[src/rtl/op_loader.sv]
// -----------------------------------------------------------------------------
// op_loader
//   Collects two operands (A then B) from a valid/ready stream, presents them
//   registered on op_a/op_b to an external combinational unit, waits HOLD
//   cycles for that unit to settle, captures op_res and offers it on a
//   valid/ready result port.
//
// Parameters
//   WIDTH  operand/result width
//   HOLD   settle cycles between B acceptance and result capture (1..15)
//
// Ports
//   clk, rst_n          clock, asynchronous active-low reset
//   in_data/in_valid    operand stream, A first then B
//   in_ready            operand accepted this cycle (state decode only)
//   op_a/op_b           registered operands to the downstream unit
//   op_res              combinational result from the downstream unit
//   res_data/res_valid  captured result, held until res_ready
//   res_ready           consumer accepts the result
//   busy                high whenever a transaction is in flight
//   txn_cnt             completed-transaction count
//
// Configuration
//   OP_LOADER_TXN_CNT_EN  defined: txn_cnt counts result handshakes (mod 256)
//                         undefined: txn_cnt is constant zero, no counter flops
// -----------------------------------------------------------------------------
module op_loader #(
    parameter int WIDTH = 4,
    parameter int HOLD  = 1
) (
    input  logic             clk,
    input  logic             rst_n,
    input  logic [WIDTH-1:0] in_data,
    input  logic             in_valid,
    output logic             in_ready,
    output logic [WIDTH-1:0] op_a,
    output logic [WIDTH-1:0] op_b,
    input  logic [WIDTH-1:0] op_res,
    output logic [WIDTH-1:0] res_data,
    output logic             res_valid,
    input  logic             res_ready,
    output logic             busy,
    output logic [7:0]       txn_cnt
);

    typedef enum logic [1:0] {
        LOAD_A = 2'd0,
        LOAD_B = 2'd1,
        SETTLE = 2'd2,
        OUTPUT = 2'd3
    } state_t;

    // Counter is loaded with HOLD-1 so that capture lands exactly HOLD edges
    // after B is accepted.
    localparam logic [3:0] HOLD_INIT = 4'(HOLD - 1);

    state_t     state;
    logic [3:0] hold_cnt;

    // in_ready is gated by rst_n so it reads 0 for the whole reset period,
    // even though state already sits in LOAD_A.
    assign in_ready = rst_n && ((state == LOAD_A) || (state == LOAD_B));
    assign busy     = (state != LOAD_A);

    always_ff @(posedge clk or negedge rst_n) begin
        if (!rst_n) begin
            state     <= LOAD_A;
            op_a      <= '0;
            op_b      <= '0;
            res_data  <= '0;
            res_valid <= 1'b0;
            hold_cnt  <= '0;
        end else begin
            case (state)
                LOAD_A: begin
                    if (in_valid && in_ready) begin
                        op_a  <= in_data;
                        state <= LOAD_B;
                    end
                end
                LOAD_B: begin
                    if (in_valid && in_ready) begin
                        op_b     <= in_data;
                        hold_cnt <= HOLD_INIT;
                        state    <= SETTLE;
                    end
                end
                SETTLE: begin
                    if (hold_cnt == 4'd0) begin
                        res_data  <= op_res;
                        res_valid <= 1'b1;
                        state     <= OUTPUT;
                    end else begin
                        hold_cnt <= hold_cnt - 4'd1;
                    end
                end
                OUTPUT: begin
                    if (res_ready) begin
                        res_valid <= 1'b0;
                        state     <= LOAD_A;
                    end
                end
                default: state <= LOAD_A;
            endcase
        end
    end

`ifdef OP_LOADER_TXN_CNT_EN
    logic [7:0] cnt_q;

    // res_valid is only high in OUTPUT, so this is exactly the result handshake.
    always_ff @(posedge clk or negedge rst_n) begin
        if (!rst_n)
            cnt_q <= 8'h00;
        else if (res_valid && res_ready)
            cnt_q <= cnt_q + 8'h01;
    end

    assign txn_cnt = cnt_q;
`else
    assign txn_cnt = 8'h00;
`endif

endmodule

[config.mk]
export PLATFORM = sky130hd
export DESIGN_NAME = op_loader
export DESIGN_NICKNAME = d
export VERILOG_FILES = /design/src/rtl/op_loader.sv
export SDC_FILE = /design/constraint.sdc
export NUM_CORES = 1
export LEC_CHECK = 0
export ABC_AREA = 0
export BUFFER_PORTS_ARGS = -buffer_cell sky130_fd_sc_hd__buf_2
export CAP_MARGIN = 5
export CORE_UTILIZATION = 50
export DETAILED_ROUTE_END_ITERATION = 7
export GPL_ROUTABILITY_DRIVEN = 0
export PLACE_DENSITY = 0.77
export SYNTH_ARGS = -nofsm -noshare
export SYNTH_HDL_FRONTEND = slang
export SYNTH_SLANG_ARGS = --single-unit
[constraint.sdc]
create_clock -name clk -period 5.2 [get_ports clk]
set_input_delay 0.26 -clock clk [delete_from_list [all_inputs] [get_ports clk]]
set_output_delay 0.26 -clock clk [all_outputs]
set_load 0.05 [all_outputs]
==> metrics.txt, run 1 <==
Hold Fails Final Rpt 0; Final Non-Filler Cells 139; via count 721; I/O pin count 35; synthesis-to-layout area growth 14.6%; Die X 46.9 microns; CP max-delay cell nor4bb_1; clk slew on worst S/H paths 0.11 ns; initial antenna violation count 0; Rows 15; wire per inst 12.4 microns; Crit. End Element flip-flop; H-tree depth 1; IO Port Bufs 26; Slew Limit Fails 0; Post-Route WL 1720 microns; cell-by-cell trace of the critical path inv_1 > ha_1 > nor4bb_1 > clkbuf_2 > mux2_2; post_cts resized 0; Synth cell types 28; CTS tree built; Reg area 475 sq um; Die Area 0.00220 sq mm; Initial Util 56.0%; CP max FO 10; antenna-violating nets left 0; Req. time, crit path 5.39 ns; Die H 46.9 microns; CTS Root Cell clkbuf_4; Ys Warns 0; DRC errors left 0; Detailed Place HPWL 1340 microns; # diodes 0; Period minus WS final 2.07 ns; endpoints failing setup 0; status complete, no violations; number of register bits inferred by synthesis 19; crit start category flip-flop; design area 0.00116 sq mm; HP Class primary input to flip-flop; vias in the first global route 659; MaxCap Viol Count 0; sequential fraction of the synthesis area 47.1%; WP data arrival 2.26 ns; pin count of the biggest net entering global routing 25; RSZ-0062 raised after global routing no; CP bufs+invs 2; Num CTS Buffers 3; number of standard cells after synthesis 85; fill count 153; critical path type flip-flop to flip-flop; first-pass GRT wire length 2770 microns; multi-input logic area 458 sq um; core area 0.00180 sq mm; Slew headroom 55.4%; Max stage delay on crit path 0.46 ns; CTS max path bufs 2; Synth Area per Inst 11.9 sq um; skew final 0.00621 ns; f_max 484 MHz; Post-DP Area 0.00111 sq mm; DR iter-0 viols 13; Cell Count Post-Placement 133; TNS Setup 0 ns; clk_lat worst skew 0.30 ns; CTS Sinks 19; worst-margin pin slew 0.664 ns; Tot GR Track Use 18.2%; CP delay by family, top simple AND/OR/NAND/NOR gates; area share of the largest cell type after synthesis 47.1%; Overflow after GRT 0; Yosys top cell by area dfrtp_1; Period Utilization, post-route 39.7%; top cells by area, synth dfrtp_1, mux2_2, ha_1, buf_4, nand3_1; mapped cell area 0.00101 sq mm; nets@finish 133; 1st-pass router iterations 4; layout cells sized above 1 39.5%; Avg Vias per Cell 5.19
-- placed cells by master (no fill, tap or decap), drive strengths merged --
| master | count |
|---|---|
| a211oi | 1 |
| a21boi | 1 |
| a21oi | 3 |
| a2bb2oi | 2 |
| buf | 26 |
| clkbuf | 4 |
| clkinv | 1 |
| conb | 8 |
| dfrtp | 19 |
| dlygate4sd3 | 1 |
| ha | 6 |
| inv | 5 |
| mux2 | 13 |
| mux2i | 1 |
| nand2 | 1 |
| nand2b | 1 |
| nand3 | 5 |
| nand3b | 2 |
| nor2 | 1 |
| nor2b | 1 |
| nor3 | 2 |
| nor4bb | 1 |
| o21a | 1 |
| o21ai | 2 |
| o22ai | 1 |
| or2b | 1 |
| or3 | 1 |
| or3b | 1 |
| or4 | 2 |
-- Yosys cell counts --
master     instances
buf_6              2
nor2_1             1
mux2i_1            1
or3b_4             1
nor4bb_1           1
or4_1              2
nor3_1             2
o21ai_0            2
or2b_1             1
mux2_2            12
dfrtp_1           19
nand2b_1           1
a21oi_1            3
inv_1              5
conb_1             1
a21boi_0           1
mux2_1             1
o22ai_1            1
nand3_1            5
ha_1               6
a211oi_2           1
or3_1              1
buf_4              8
a2bb2oi_1          2
nor2b_1            1
nand3b_1           2
o21a_1             1
nand2_1            1
-- metrics by stage --
step / utilization [%] / worst slack, ns / hold WS (ns)
global placement: 61.8 / 2.93 / 0.246
global route: 64.2 / 3.02 / 0.180
finish: 64.2 / 3.13 / 0.189
floorplan: - / 3.52 / -0.0356
CTS: 63.9 / 2.73 / 0.186
detailed placement: 61.8 / 2.77 / 0.248
-- sequential cells by signal, indices dropped and copies added, names as in the netlist --
name,cells
hold_cnt,4
op_a,4
op_b,4
res_data,4
res_valid,1
state,2
-- worst paths after layout --
kind	startpoint	end	slack, ns	cells after the start
max	state[0]$_DFFE_PN0P_	res_data[3]$_DFFE_PN0P_	3.13	5
min	op_res[1]	res_data[1]$_DFFE_PN0P_	0.19	2
max reg2reg	state[0]$_DFFE_PN0P_	res_data[3]$_DFFE_PN0P_	3.13	5
min reg2reg	res_data[2]$_DFFE_PN0P_	res_data[2]$_DFFE_PN0P_	0.51	1
max in group asynchronous	rst_n	res_data[3]$_DFFE_PN0P_	4.43	2
min in group asynchronous	rst_n	res_valid$_DFFE_PN0P_	0.44	2
-- area by class of cell --
cell class / count / share of cell area, %
Inverter: 5 / 1.62
Multi-Input combinational cell: 58 / 39.6
Tap cell: 25 / 2.71
Sequential cell: 19 / 41.1
Timing Repair Buffer: 28 / 12.6
Clock inverter: 1 / 0.433
Clock buffer: 3 / 1.95
-- repair_timing --
item	in CTS	in global routing
setup buffers	0	0
endpoints found under the hold margin	19	0
hold buffers	1	0
-- routing by layer --
metal / global-route usage (%) / vias up / routed length, microns
met4: 9.71 / 0 / 12
met3: 6.15 / 2 / 81
met5: 0 / - / 0
met1: 20.2 / 352 / 721
li1: - / 342 / -
met2: 30.8 / 25 / 906
-- logic make-up (layout without fill, tap and decap cells) --
| kind of cell | after synthesis | after routing | share of synthesized area [%] |
|---|---|---|---|
| and+or+nand+nor | 19 | 19 | 11.9 |
| DFF | 19 | 19 | 47.1 |
| other | 1 | 8 | 0.372 |
| AOI/OAI and AO/OA | 11 | 11 | 7.57 |
| muxes | 14 | 14 | 15.5 |
| buffers and inverters | 15 | 37 | 10.0 |
| adders and majority gates | 6 | 6 | 7.44 |
Power of run 1 is left out: the tool's default activity adds up to more than one toggle a clock period on the data nets, which glitch-free logic cannot reach.
==> inputs of run 2 (changes only) <==
--- a/config.mk
+++ b/config.mk
@@ -8,10 +8,10 @@
 export ABC_AREA = 0
 export BUFFER_PORTS_ARGS = -buffer_cell sky130_fd_sc_hd__buf_2
 export CAP_MARGIN = 5
-export CORE_UTILIZATION = 50
+export CORE_UTILIZATION = 44
 export DETAILED_ROUTE_END_ITERATION = 7
 export GPL_ROUTABILITY_DRIVEN = 0
-export PLACE_DENSITY = 0.77
+export PLACE_DENSITY = 0.71
 export SYNTH_ARGS = -nofsm -noshare
 export SYNTH_HDL_FRONTEND = slang
 export SYNTH_SLANG_ARGS = --single-unit
==> constraint.sdc (replaced) <==
create_clock -name clk -period 1.9 [get_ports clk]
set_input_delay 0.095 -clock clk [delete_from_list [all_inputs] [get_ports clk]]
set_output_delay 0.095 -clock clk [all_outputs]
set_load 0.05 [all_outputs]
==> metrics.txt, run 2 (synthesis gave the netlist of run 1 again) <==
Initial Util 48.9%; crit start category flip-flop; Die Area 0.00249 sq mm; Hold Fails Final Rpt 0; Rows 16; Num CTS Buffers 3; layout cells sized above 1 41.2%; multi-input logic area 458 sq um; CTS max path bufs 2; endpoints failing setup 0; Post-Route WL 1750 microns; CTS Sinks 19; CP max FO 3; MaxCap Viol Count 0; # diodes 0; post-CTS setup buffers 0; status complete, no violations; WP data arrival 1.98 ns; Die H 49.9 microns; Avg Vias per Cell 4.99; 1st-pass router iterations 4; DRC errors left 0; CP bufs+invs 1; RSZ-0062 raised after global routing no; via count 728; initial antenna violation count 0; post_cts resized 0; fill count 181; Reg area 475 sq um; skew final 0.00267 ns; Max stage delay on crit path 0.42 ns; wire per inst 12.0 microns; cell-by-cell trace of the critical path inv_1 > ha_1 > or3b_4 > a211oi_2 > mux2_1; antenna-violating nets left 0; critical path type flip-flop to flip-flop; CTS Root Cell clkbuf_4; vias in the first global route 742; core area 0.00206 sq mm; Period Utilization, post-route 94.0%; CP delay by family, top flip-flops; most common cell after layout, fill and taps aside buf_2; Period minus WS final 1.79 ns; nets@finish 138; f_max 560 MHz; Die X 49.9 microns; Detailed Place HPWL 1420 microns; Overflow after GRT 0; clk slew on worst S/H paths 0.11 ns; Req. time, crit path 2.09 ns; most frequent cells in the layout buf_2, dfrtp_1, mux2_2, conb_1, ha_1; IO Port Bufs 26; pin count of the biggest net entering global routing 14; Tot GR Track Use 16.5%; H-tree depth 1; first-pass GRT wire length 3110 microns; HP Class primary input to flip-flop; CTS tree built; Crit. End Element flip-flop; clk_lat worst skew 0.30 ns; CP max-delay cell dfrtp_1; synthesis-to-layout area growth 19.1%; DR iter-0 viols 3; Post-CTS Hold Buffers 1; TNS Setup 0 ns; Slew Limit Fails 0; I/O pin count 35
run 2: final timing paths:
path | slack [ns] | cells past startpoint | startpoint | endpoint
max | 0.11 | 5 | hold_cnt[0]$_DFFE_PN0P_ | state[1]$_DFFE_PN0P_
min | 0.01 | 2 | op_res[2] | res_data[2]$_DFFE_PN0P_
max reg2reg | 0.11 | 5 | hold_cnt[0]$_DFFE_PN0P_ | state[1]$_DFFE_PN0P_
min reg2reg | 0.51 | 1 | res_data[2]$_DFFE_PN0P_ | res_data[2]$_DFFE_PN0P_
max in group asynchronous | 1.30 | 3 | rst_n | op_b[3]$_DFFE_PN0P_
min in group asynchronous | 0.17 | 2 | rst_n | res_data[3]$_DFFE_PN0P_
run 2: layer usage:
metal	share of wire (%)	global-route usage [%]
met1	42	18.5
met5	0	0
met4	1.9	8.57
met2	52	29.3
met3	3.8	3.09
run 2: area by class of cell:
| cell class | instances | area share [%] |
|---|---|---|
| Sequential cell | 19 | 39.6 |
| Multi-Input combinational cell | 58 | 38.1 |
| Timing Repair Buffer | 33 | 15.6 |
| Tap cell | 27 | 2.81 |
| Clock buffer | 3 | 1.88 |
| Inverter | 5 | 1.56 |
| Clock inverter | 1 | 0.417 |
run 2: metrics by stage:
step	area, sq um	setup slack [ns]	utilization [%]	instances	hold WS [ns]
3_3_place_gp	1150	0.192	55.9	140	-0.0181
5_1_grt	1200	0.0365	58.3	146	0.00211
4_1_cts	1190	0.113	57.8	145	0.00906
2_1_floorplan	1030	0.222	-	92	-0.201
6_report	1200	0.113	58.3	146	0.0149
3_5_place_dp	1150	0.147	55.9	140	-0.0152
Power of run 2 is left out for the same reason.
